<file path="config.mk">
export PLATFORM = sky130hd
export DESIGN_NAME = sram_axi_bridge
export DESIGN_NICKNAME = d
export VERILOG_FILES = /design/src/rtl/sram_axi_bridge.sv
export SDC_FILE = /design/constraint.sdc
export NUM_CORES = 1
export LEC_CHECK = 0
export CORE_AREA = 2 2 167 169
export CTS_CLUSTER_DIAMETER = 150
export DETAILED_ROUTE_END_ITERATION = 8
export DIE_AREA = 0 0 169 171
export PLACE_DENSITY_LB_ADDON = 0.1
export SLEW_MARGIN = 25
export SYNTH_ARGS = -nofsm -noshare
export SYNTH_HDL_FRONTEND = slang
export SYNTH_SLANG_ARGS = --single-unit
</file>
<file path="constraint.sdc">
create_clock -name clk -period 7.09 [get_ports clk]
set_clock_uncertainty 0.2 [all_clocks]
set_input_delay 2.127 -clock clk [delete_from_list [all_inputs] [get_ports clk]]
set_output_delay 2.127 -clock clk [all_outputs]
set_load 0.02 [all_outputs]
</file>
<file path="src/rtl/sram_axi_bridge.sv">
// SRAM-like inst/data ports to one AXI3 master, single-beat, 32-bit.
// Ports: clk, resetn, inst_sram_*, data_sram_*, AXI AR/R/AW/W/B channels.
module sram_axi_bridge (
  input  logic        clk,
  input  logic        resetn,
  input  logic        inst_sram_req,
  input  logic        inst_sram_wr,
  input  logic [1:0]  inst_sram_size,
  input  logic [3:0]  inst_sram_wstrb,
  input  logic [31:0] inst_sram_addr,
  input  logic [31:0] inst_sram_wdata,
  output logic        inst_sram_addr_ok,
  output logic        inst_sram_data_ok,
  output logic [31:0] inst_sram_rdata,
  input  logic        data_sram_req,
  input  logic        data_sram_wr,
  input  logic [1:0]  data_sram_size,
  input  logic [3:0]  data_sram_wstrb,
  input  logic [31:0] data_sram_addr,
  input  logic [31:0] data_sram_wdata,
  output logic        data_sram_addr_ok,
  output logic        data_sram_data_ok,
  output logic [31:0] data_sram_rdata,
  output logic [3:0]  arid,
  output logic [31:0] araddr,
  output logic [7:0]  arlen,
  output logic [2:0]  arsize,
  output logic [1:0]  arburst,
  output logic [1:0]  arlock,
  output logic [3:0]  arcache,
  output logic [2:0]  arprot,
  output logic        arvalid,
  input  logic        arready,
  input  logic [3:0]  rid,
  input  logic [31:0] rdata,
  input  logic [1:0]  rresp,
  input  logic        rlast,
  input  logic        rvalid,
  output logic        rready,
  output logic [3:0]  awid,
  output logic [31:0] awaddr,
  output logic [7:0]  awlen,
  output logic [2:0]  awsize,
  output logic [1:0]  awburst,
  output logic [1:0]  awlock,
  output logic [3:0]  awcache,
  output logic [2:0]  awprot,
  output logic        awvalid,
  input  logic        awready,
  output logic [3:0]  wid,
  output logic [31:0] wdata,
  output logic [3:0]  wstrb,
  output logic        wlast,
  output logic        wvalid,
  input  logic        wready,
  input  logic [3:0]  bid,
  input  logic [1:0]  bresp,
  input  logic        bvalid,
  output logic        bready
);

  localparam logic [1:0] R_IDLE = 2'd0;
  localparam logic [1:0] R_AR   = 2'd1;
  localparam logic [1:0] R_R    = 2'd2;
  localparam logic [1:0] R_RESP = 2'd3;

  localparam logic [1:0] W_IDLE = 2'd0;
  localparam logic [1:0] W_AW_W = 2'd1;
  localparam logic [1:0] W_B    = 2'd2;
  localparam logic [1:0] W_RESP = 2'd3;

  logic [1:0]  r_state;
  logic [1:0]  w_state;
  logic        r_id;
  logic        rsp_id;
  logic [31:0] ar_addr_q;
  logic [1:0]  ar_size_q;
  logic [31:0] rdata_q;
  logic [31:0] aw_addr_q;
  logic [1:0]  aw_size_q;
  logic [31:0] wdata_q;
  logic [3:0]  wstrb_q;
  logic        aw_done;
  logic        w_done;

  logic r_idle;
  logic w_idle;
  logic data_rd_busy;
  logic data_rd_acc;
  logic inst_rd_acc;
  logic data_wr_acc;
  logic aw_fin;
  logic w_fin;

  assign r_idle = (r_state == R_IDLE);
  assign w_idle = (w_state == W_IDLE);
  assign data_rd_busy = !r_idle && r_id;

  // Reads wait for an idle write side so a load never overtakes a store.
  assign data_rd_acc = resetn && data_sram_req && !data_sram_wr &&
                       r_idle && w_idle;
  assign inst_rd_acc = resetn && inst_sram_req && r_idle && w_idle &&
                       !data_rd_acc;
  assign data_wr_acc = resetn && data_sram_req && data_sram_wr &&
                       w_idle && !data_rd_busy;

  assign inst_sram_addr_ok = inst_rd_acc;
  assign data_sram_addr_ok = data_rd_acc || data_wr_acc;

  assign inst_sram_data_ok = (r_state == R_RESP) && !rsp_id;
  assign data_sram_data_ok = ((r_state == R_RESP) && rsp_id) ||
                             (w_state == W_RESP);

  assign inst_sram_rdata = rdata_q;
  assign data_sram_rdata = rdata_q;

  assign arid    = {3'b000, r_id};
  assign araddr  = ar_addr_q;
  assign arlen   = 8'd0;
  assign arsize  = {1'b0, ar_size_q};
  assign arburst = 2'b01;
  assign arlock  = 2'b00;
  assign arcache = 4'd0;
  assign arprot  = 3'd0;
  assign arvalid = (r_state == R_AR);
  assign rready  = (r_state == R_R);

  assign awid    = 4'd1;
  assign awaddr  = aw_addr_q;
  assign awlen   = 8'd0;
  assign awsize  = {1'b0, aw_size_q};
  assign awburst = 2'b01;
  assign awlock  = 2'b00;
  assign awcache = 4'd0;
  assign awprot  = 3'd0;
  assign awvalid = (w_state == W_AW_W) && !aw_done;
  assign wid     = 4'd1;
  assign wdata   = wdata_q;
  assign wstrb   = wstrb_q;
  assign wlast   = 1'b1;
  assign wvalid  = (w_state == W_AW_W) && !w_done;
  assign bready  = (w_state == W_B);

  // AW and W complete independently; remember whichever finished first.
  assign aw_fin = aw_done || (awvalid && awready);
  assign w_fin  = w_done || (wvalid && wready);

  logic unused_ok;
  assign unused_ok = ^{inst_sram_wr, inst_sram_wstrb, inst_sram_wdata,
                       rid[3:1], rresp, rlast, bid, bresp};

  always_ff @(posedge clk or negedge resetn) begin
    if (!resetn) begin
      r_state   <= R_IDLE;
      r_id      <= 1'b0;
      rsp_id    <= 1'b0;
      ar_addr_q <= 32'd0;
      ar_size_q <= 2'd0;
      rdata_q   <= 32'd0;
    end else begin
      unique case (r_state)
        R_IDLE: begin
          if (data_rd_acc || inst_rd_acc) begin
            r_state   <= R_AR;
            r_id      <= data_rd_acc;
            ar_addr_q <= data_rd_acc ? data_sram_addr : inst_sram_addr;
            ar_size_q <= data_rd_acc ? data_sram_size : inst_sram_size;
          end
        end
        R_AR: begin
          if (arready) r_state <= R_R;
        end
        R_R: begin
          if (rvalid) begin
            r_state <= R_RESP;
            rdata_q <= rdata;
            rsp_id  <= rid[0];
          end
        end
        R_RESP: r_state <= R_IDLE;
      endcase
    end
  end

  always_ff @(posedge clk or negedge resetn) begin
    if (!resetn) begin
      w_state   <= W_IDLE;
      aw_addr_q <= 32'd0;
      aw_size_q <= 2'd0;
      wdata_q   <= 32'd0;
      wstrb_q   <= 4'd0;
      aw_done   <= 1'b0;
      w_done    <= 1'b0;
    end else begin
      unique case (w_state)
        W_IDLE: begin
          if (data_wr_acc) begin
            w_state   <= W_AW_W;
            aw_addr_q <= data_sram_addr;
            aw_size_q <= data_sram_size;
            wdata_q   <= data_sram_wdata;
            wstrb_q   <= data_sram_wstrb;
            aw_done   <= 1'b0;
            w_done    <= 1'b0;
          end
        end
        W_AW_W: begin
          if (aw_fin && w_fin) begin
            w_state <= W_B;
            aw_done <= 1'b0;
            w_done  <= 1'b0;
          end else begin
            aw_done <= aw_fin;
            w_done  <= w_fin;
          end
        end
        W_B: begin
          if (bvalid) w_state <= W_RESP;
        end
        W_RESP: w_state <= W_IDLE;
      endcase
    end
  end

endmodule

</file>
==> run summary, run 1 <==
Fraction of layout cells with a size suffix above 1: 0.159. Data arrives at the worst endpoint at 3.87 ns. The die covers 28900 sq um. The insertion delay to the later sink of the worst-skew pair was 0.42 ns; the number of different library cells in the post-synthesis netlist was 29. The largest net degree at the start of global routing came out at 73.

After routing the design area is 10300 sq um. The wire length of the first global-routing pass is 28.5 mm, and the ratio of total power to cell area is 464 nW/um^2. In this run the count of I/O pins placed on the die edge is 426.

After synthesis, the mean cell area works out to 12.9 sq um. The floorplan die width came out at 169 um. Relative contribution of the clock network to total power: 0.191. Internal power comes to 2.94 mW. The number of fill cells came out at 2675.

At the placement stage, the worst setup path has a slack of 0.870 ns. The total iterations of the first detailed-routing run came out at 4. The setup path with the least slack is of type in2out. The relative slew slack is 0.507, and the smallest setup slack after layout is 0.891 ns.

Buffers inserted to repair hold after CTS numbered 0. Across all hold checks on the routed design, the worst slack comes to 0.286 ns. The critical path ends at data_sram_addr_ok. Initial standard-cell utilization of the core: 0.239.

Max-cap violations in this run came to 0. The library cell used most frequently in the layout, excluding fill and tap cells, is clkdlybuf4s50_1. Post-CTS repair changed the size of 0 cells. The tools report the initial antenna violation count as 1. The run gives 4.76 ns as the required arrival time at the worst endpoint. For the overall routing resource usage, the log shows 0.130.

For this design the static power due to leakage is 4.51 nW. The clock slew seen by the registers of the worst setup and hold paths is 0.07 ns. In this run the post-CTS setup repair buffer count came out at 0. STA classifies the critical path endpoint as an output pin. Cell area after technology mapping: 6540 sq um.

For the number of max-slew violations in the final report, the log shows 0. In the layout the commonest cells are clkdlybuf4s50_1 (323), dfrtp_1 (144), mux2_2 (87). The total power was 4.77 mW; the number of routed nets with antenna violations was 0. Port buffering added 324 buffers. The logs give 0.306 for the register share of total power and 505 for the synthesized instance count.

Maximum net fanout on the critical path: 3. For the reg2reg setup slack, the log shows 4.58 ns. After legalization and detailed placement, the total HPWL measured 13.7 mm. The worst-case clock buffer depth was 2. The total of endpoints with negative setup slack in the final report is 0, and the H-tree depth is 4.

Measured in cells, the most critical reg-to-reg path has a length of 6. For the pin with the worst max-slew slack, the measured transition is 0.739 ns. The logs give 0.551 for the sequential fraction of the synthesis area and 161 MHz for the highest attainable clock frequency. The logs give 9680 sq um for the instance area at placement and 0.734 for the weighted congestion at the end of routability-driven global placement. For the final sum of negative setup slack, the log shows 0 ns. The total overflow reported by the global router came out at 0.

In the routed layout, each cell is associated on average with a via count of 4.09. From bottom edge to top edge, the die measures 171 um. The endpoint identified for the worst register-to-register timing path is awaddr[16].

The final period utilization is 0.874, and the signed area change from the synthesized netlist to the final layout is 57.3%. The number of buffers created by CTS was 17. After detailed routing, the average wire length per cell comes to 16.6 um. Setup repair after global routing left no endpoint under its margin. The repair_antennas step left the layout with diodes totalling 0. The number of hold violations in the final report was 0; the number of register bits inferred by synthesis was 144. Launching instance or port of the critical path: data_sram_req. The switching power as a share of total power is 0.384, and the routed via count is 4730. The switching power is 1.83 mW, and the via count of the first global-routing pass is 4950. For the DRC violation count after routing, the log shows 0.

Startpoint kind of the worst setup timing path: a primary input. The cell chosen for the clock root was clkbuf_16. The tools report the row count as 61. Across the VDD grid, the largest voltage drop is 166 uV. TritonCTS built the clock tree. After the first detailed-routing iteration, the DRC count stood at 123.

For the combinational cell fraction of total power, the log shows 0.504. Clock tree synthesis found a total of 144 sinks. The run finished with clean final reports.

The launch point of the worst reg-to-reg path is w_state[0]. The core region area is 27300 sq um. The number of warnings issued by yosys was 0. Class of the worst hold path: reg2reg. Subtracting the final worst setup slack from the clock period gives 6.20 ns. The final wirelength is 19.2 mm. The net count of the finished layout is 1002.
## metal layers
layer  vias to the layer above  GRT usage  part of all wire
met1                      2278      0.141              0.38
met3                        13     0.0738              0.13
met4                         2     0.0305            0.0091
met2                       258      0.220              0.48
li1                       2179          -                 -
met5                         -          0           0.00068
## final cells by class
cell class	instances	area (sq um)	share of cell area
flip-flops and latches	144	3600	0.350
repair buffers	330	3300	0.321
multi-input cells	297	2330	0.227
well taps	346	433	0.0421
clock buffers	18	429	0.0417
clock inverters	14	163	0.0158
inverters	7	26.3	0.00256
## registers in the layout, summed over array words and instances, names as in the netlist
name             flops
aw_done              1
rsp_id               1
awaddr              32
wstrb                4
wdata               32
r_id                 1
w_done               1
w_state              2
ar_size_q            2
r_state              2
data_sram_rdata     32
araddr              32
aw_size_q            2
## power groups by stage
stage | Sequential, mW | Combinational [mW] | Clock, mW
after floorplan | 1.92 | 0.857 | 0
after global placement | 1.45 | 2.42 | 0
after detailed placement | 1.47 | 2.44 | 0
after CTS | 1.47 | 2.44 | 0.954
after global routing | 1.52 | 2.56 | 0.983
final | 1.46 | 2.40 | 0.909
## worst max-delay path, stage by stage
cell	delay, ns
clkdlybuf4s50_1	0.48
nor2b_1	0.21
and4_2	0.26
or2_2	0.12
clkdlybuf4s50_1	0.66
## worst min-delay path by stage
stage,startpoint,end,slack (ns),cells after the start
final,awaddr[25],awaddr[25],0.29,1
after global routing,awaddr[27],awaddr[27],0.32,1
after CTS,awaddr[25],awaddr[25],0.29,1
after detailed placement,awaddr[26],awaddr[26],0.27,1
after global placement,awaddr[7],awaddr[7],0.27,1
after floorplan,r_id,r_id,0.27,1
## logic make-up after synthesis
logic type | after synthesis | synth area share
adders and majority gates | 9 | 0.0172
and+or+nand+nor | 49 | 0.0352
muxes | 140 | 0.235
buffers and inverters | 114 | 0.121
AOI/OAI and AO/OA | 47 | 0.0396
other | 2 | 0.00115
DFF | 144 | 0.551
## cell usage after synthesis (all sizes together)
master,count,share of area
o32a,1,0.0015
nand2b,2,0.0019
a221oi,1,0.0013
or2,1,0.00096
conb,2,0.0011
clkbuf,4,0.0023
dfrtp,144,0.55
a21o,2,0.0023
o21ai,35,0.027
mux2,105,0.18
nand2,35,0.020
nor2,2,0.0023
and4,1,0.0013
o22ai,1,0.00096
a21oi,3,0.0023
o211ai,1,0.0011
buf,103,0.11
o2111ai,1,0.0013
mux2i,35,0.054
ha,9,0.017
a31oi,2,0.0019
nor2b,6,0.0057
nand4,2,0.0029
inv,7,0.0040
## per-stage QoR
step                instances   util
floorplan                 555      -
global placement         1124  0.354
detailed placement       1124  0.354
CTS                      1156  0.376
global route             1156  0.376
finish                   1156  0.376
Power figures use the tool's default switching activity.
==> run 2: changes to the inputs <==
--- a/config.mk
+++ b/config.mk
@@ -5,7 +5,7 @@
 export SDC_FILE = /design/constraint.sdc
 export NUM_CORES = 1
 export LEC_CHECK = 0
-export CORE_AREA = 2 2 167 169
+export CORE_AREA = 4 4 165 167
 export CTS_CLUSTER_DIAMETER = 150
 export DETAILED_ROUTE_END_ITERATION = 8
 export DIE_AREA = 0 0 169 171
==> run 2 against run 1 <==
  * Total power increased by 1.1%
  * Sequential share of layout area about the same
  * Worst setup slack improved by 0.056 ns
  * Register-to-register slack got worse by 0.15 ns
  * Largest power group unchanged
  * First-iteration DRC count increased by 11%
  * Highest routed layer unchanged
  * Clock-buffer cell count unchanged
  * Non-clock buffer count unchanged
  * Cell count decreased by 1.0%
  * Design area about the same
  * Fmax increased by 0.91%
==> run summary, run 2 (synthesis gave the netlist of run 1 again) <==
The class of the worst hold path is reg2reg (unchanged). The cell repeated most along the worst path was clkdlybuf4s50_1 (unchanged). The average wire per standard cell works out to 17.1 um (was 16.6 um). The largest net degree at the start of global routing is 71 (was 73), and the insertion delay to the later sink of the worst-skew pair is 0.41 ns (was 0.42 ns).

The run gives 0 (unchanged) as the max-cap violation count. The run gives 0 (unchanged) as the DRC violation count after routing. The wire length of the first global-routing pass is 29.1 mm (was 28.5 mm), and the height of the chip is 171 um (unchanged). Count of nets after finishing: 1002 (unchanged).

Count of input and output buffers: 324 (unchanged). TritonCTS built the clock tree. The floorplan die width is 169 um (unchanged), and the number of cells on the worst reg-to-reg path is 6 (unchanged). The initial standard-cell utilization of the core was 0.254 (was 0.239).

The clock period minus final worst setup slack was 6.14 ns (was 6.20 ns); the final period utilization was 0.866 (was 0.874). The run gives 137 (was 123) as the number of DRC markers after the initial detailed-route iteration. Cell chosen for the clock root: clkbuf_16 (unchanged). The cell leakage power is 4.51 nW (about the same). The most common library cell in the layout ignoring fill and taps was clkdlybuf4s50_1 (unchanged). Cell with the largest stage delay on the worst path: clkdlybuf4s50_1 (unchanged). The fraction of layout cells with a size suffix above 1 works out to 0.159 (about the same). The endpoint class of the critical path was an output pin (unchanged). The maximum net fanout on the critical path is 3 (unchanged). The required arrival time at the worst endpoint was 4.76 ns (about the same). Final wirelength: 19.6 mm (was 19.2 mm). The tools report the routed via count as 4739 (was 4730). The highest ir drop seen on vdd is 221 uV (was 166 uV), and the number of setup buffers added after CTS is 0 (unchanged).

The clock slew seen by the registers of the worst setup and hold paths is 0.06 ns (was 0.07 ns), and the highest attainable clock frequency is 163 MHz (was 161 MHz). Setup repair after global routing left no endpoint under its margin. The tools report the row count as 59 (was 61).

The number of hold violations in the final report is 0 (unchanged), and the signed area change from the synthesized netlist to the final layout is 57.3% (about the same). The count of inserted antenna diode cells was 0 (unchanged); the ratio of total power to cell area was 469 nW/um^2 (was 464 nW/um^2). Total die area: 28900 sq um (unchanged). The startpoint kind of the worst setup timing path is a primary input (unchanged). The number of clock sinks seen by CTS is 144 (unchanged), and the slew at the pin closest to its max-slew limit is 0.995 ns (was 0.739 ns).

The weighted congestion at the end of routability-driven global placement is 0.736 (was 0.734). The initial antenna violation count was 1 (unchanged); the number of routed nets with antenna violations was 0 (unchanged). The run gives 426 (unchanged) as the total I/O pin count. Highest-count cells in the layout ignoring fill and taps: clkdlybuf4s50_1 (323), dfrtp_1 (144), mux2_2 (87) (unchanged).

The logs give 0 (unchanged) for the total overflow reported by the global router and 2 (unchanged) for the worst-case clock buffer depth. The type of the worst setup path is in2out (unchanged). For the cell area after layout, the log shows 10300 sq um (about the same). Series of cell instances along the critical path: clkdlybuf4s50_1, nor2b_1, and4_2, or2_2, clkdlybuf4s50_1 (unchanged). The logs give 0.131 (was 0.130) for the overall routing resource usage and 0 (unchanged) for the number of cells upsized or downsized after cts. The core region area was 25800 sq um (was 27300 sq um); the count of cells along the worst hold path was 1 (unchanged).

The via-per-instance ratio was 4.14 (was 4.09); the final cell count without fillers was 1144 (was 1156). Relative slew slack: 0.337 (was 0.507). For the number of buffers created by CTS, the log shows 17 (unchanged). The flow ran to the end, and the final reports show no timing, DRC or antenna violations. Final sum of negative setup slack: 0 ns (unchanged). The quantity of hold-fixing buffers added after cts came out at 0 (unchanged). The final-layout worst hold slack was 0.285 ns (was 0.286 ns); the via count of the first global-routing pass was 5039 (was 4950). The instance area at placement was 9670 sq um (was 9680 sq um).

The data arrival at the endpoint of the critical path was 3.82 ns (was 3.87 ns); the count of placed standard cells including taps was 1113 (was 1124). The logs give 14.7 mm (was 13.7 mm) for the HPWL after detailed placement and 0 (unchanged) for the number of max-slew violations in the final report. The total of endpoints with negative setup slack in the final report was 0 (unchanged). The H-tree depth came out at 4 (unchanged).

The highest cell delay on the worst timing path is 0.61 ns (was 0.66 ns), and the total iterations of the first detailed-routing run is 4 (unchanged).
run 2: layout make-up:
type / instances / area, sq um
clock buffer: 18 / 439
clock inverter: 13 / 173
fill: 2426 / 15500
inverter: 7 / 26.3
multi-input combinational: 297 / 2330
sequential: 144 / 3600
tap: 335 / 419
timing repair buffer: 330 / 3290
run 2: stage by stage:
stage / setup WS (ns) / power (mW) / utilization
floorplan: 1.69 / 2.78 / -
global placement: 0.950 / 3.90 / 0.375
detailed placement: 0.938 / 3.93 / 0.375
CTS: 0.927 / 4.91 / 0.399
global route: 0.843 / 5.10 / 0.399
finish: 0.947 / 4.82 / 0.399
run 2: worst paths after layout:
kind	end	startpoint	slack, ns
setup / recovery	data_sram_addr_ok	data_sram_req	0.95
hold / removal	awaddr[29]	awaddr[29]	0.28
setup reg to reg	wdata[5]	w_state[0]	4.43
hold reg to reg	awaddr[29]	awaddr[29]	0.28
max in group asynchronous	awaddr[2]	resetn	4.13
min in group asynchronous	wdata[14]	resetn	1.42
run 2: worst max-delay path: cells and delay by family:
family | cells | cell delay [ns]
and+or+nand+nor | 3 | 0.59
buffers and inverters | 2 | 1.10
run 2: metal layers:
metal,GRT usage,share of wire,vias up
li1,-,-,2176
met1,0.142,0.37,2294
met2,0.216,0.48,249
met3,0.0783,0.14,18
met4,0.0361,0.011,2
met5,0,0.00066,-
run 2: where the power goes:
part	switching (mW)	total (mW)	internal [mW]
Sequential	0.240	1.47	1.23
Clock	0.371	0.940	0.569
Combinational	1.18	2.41	1.24
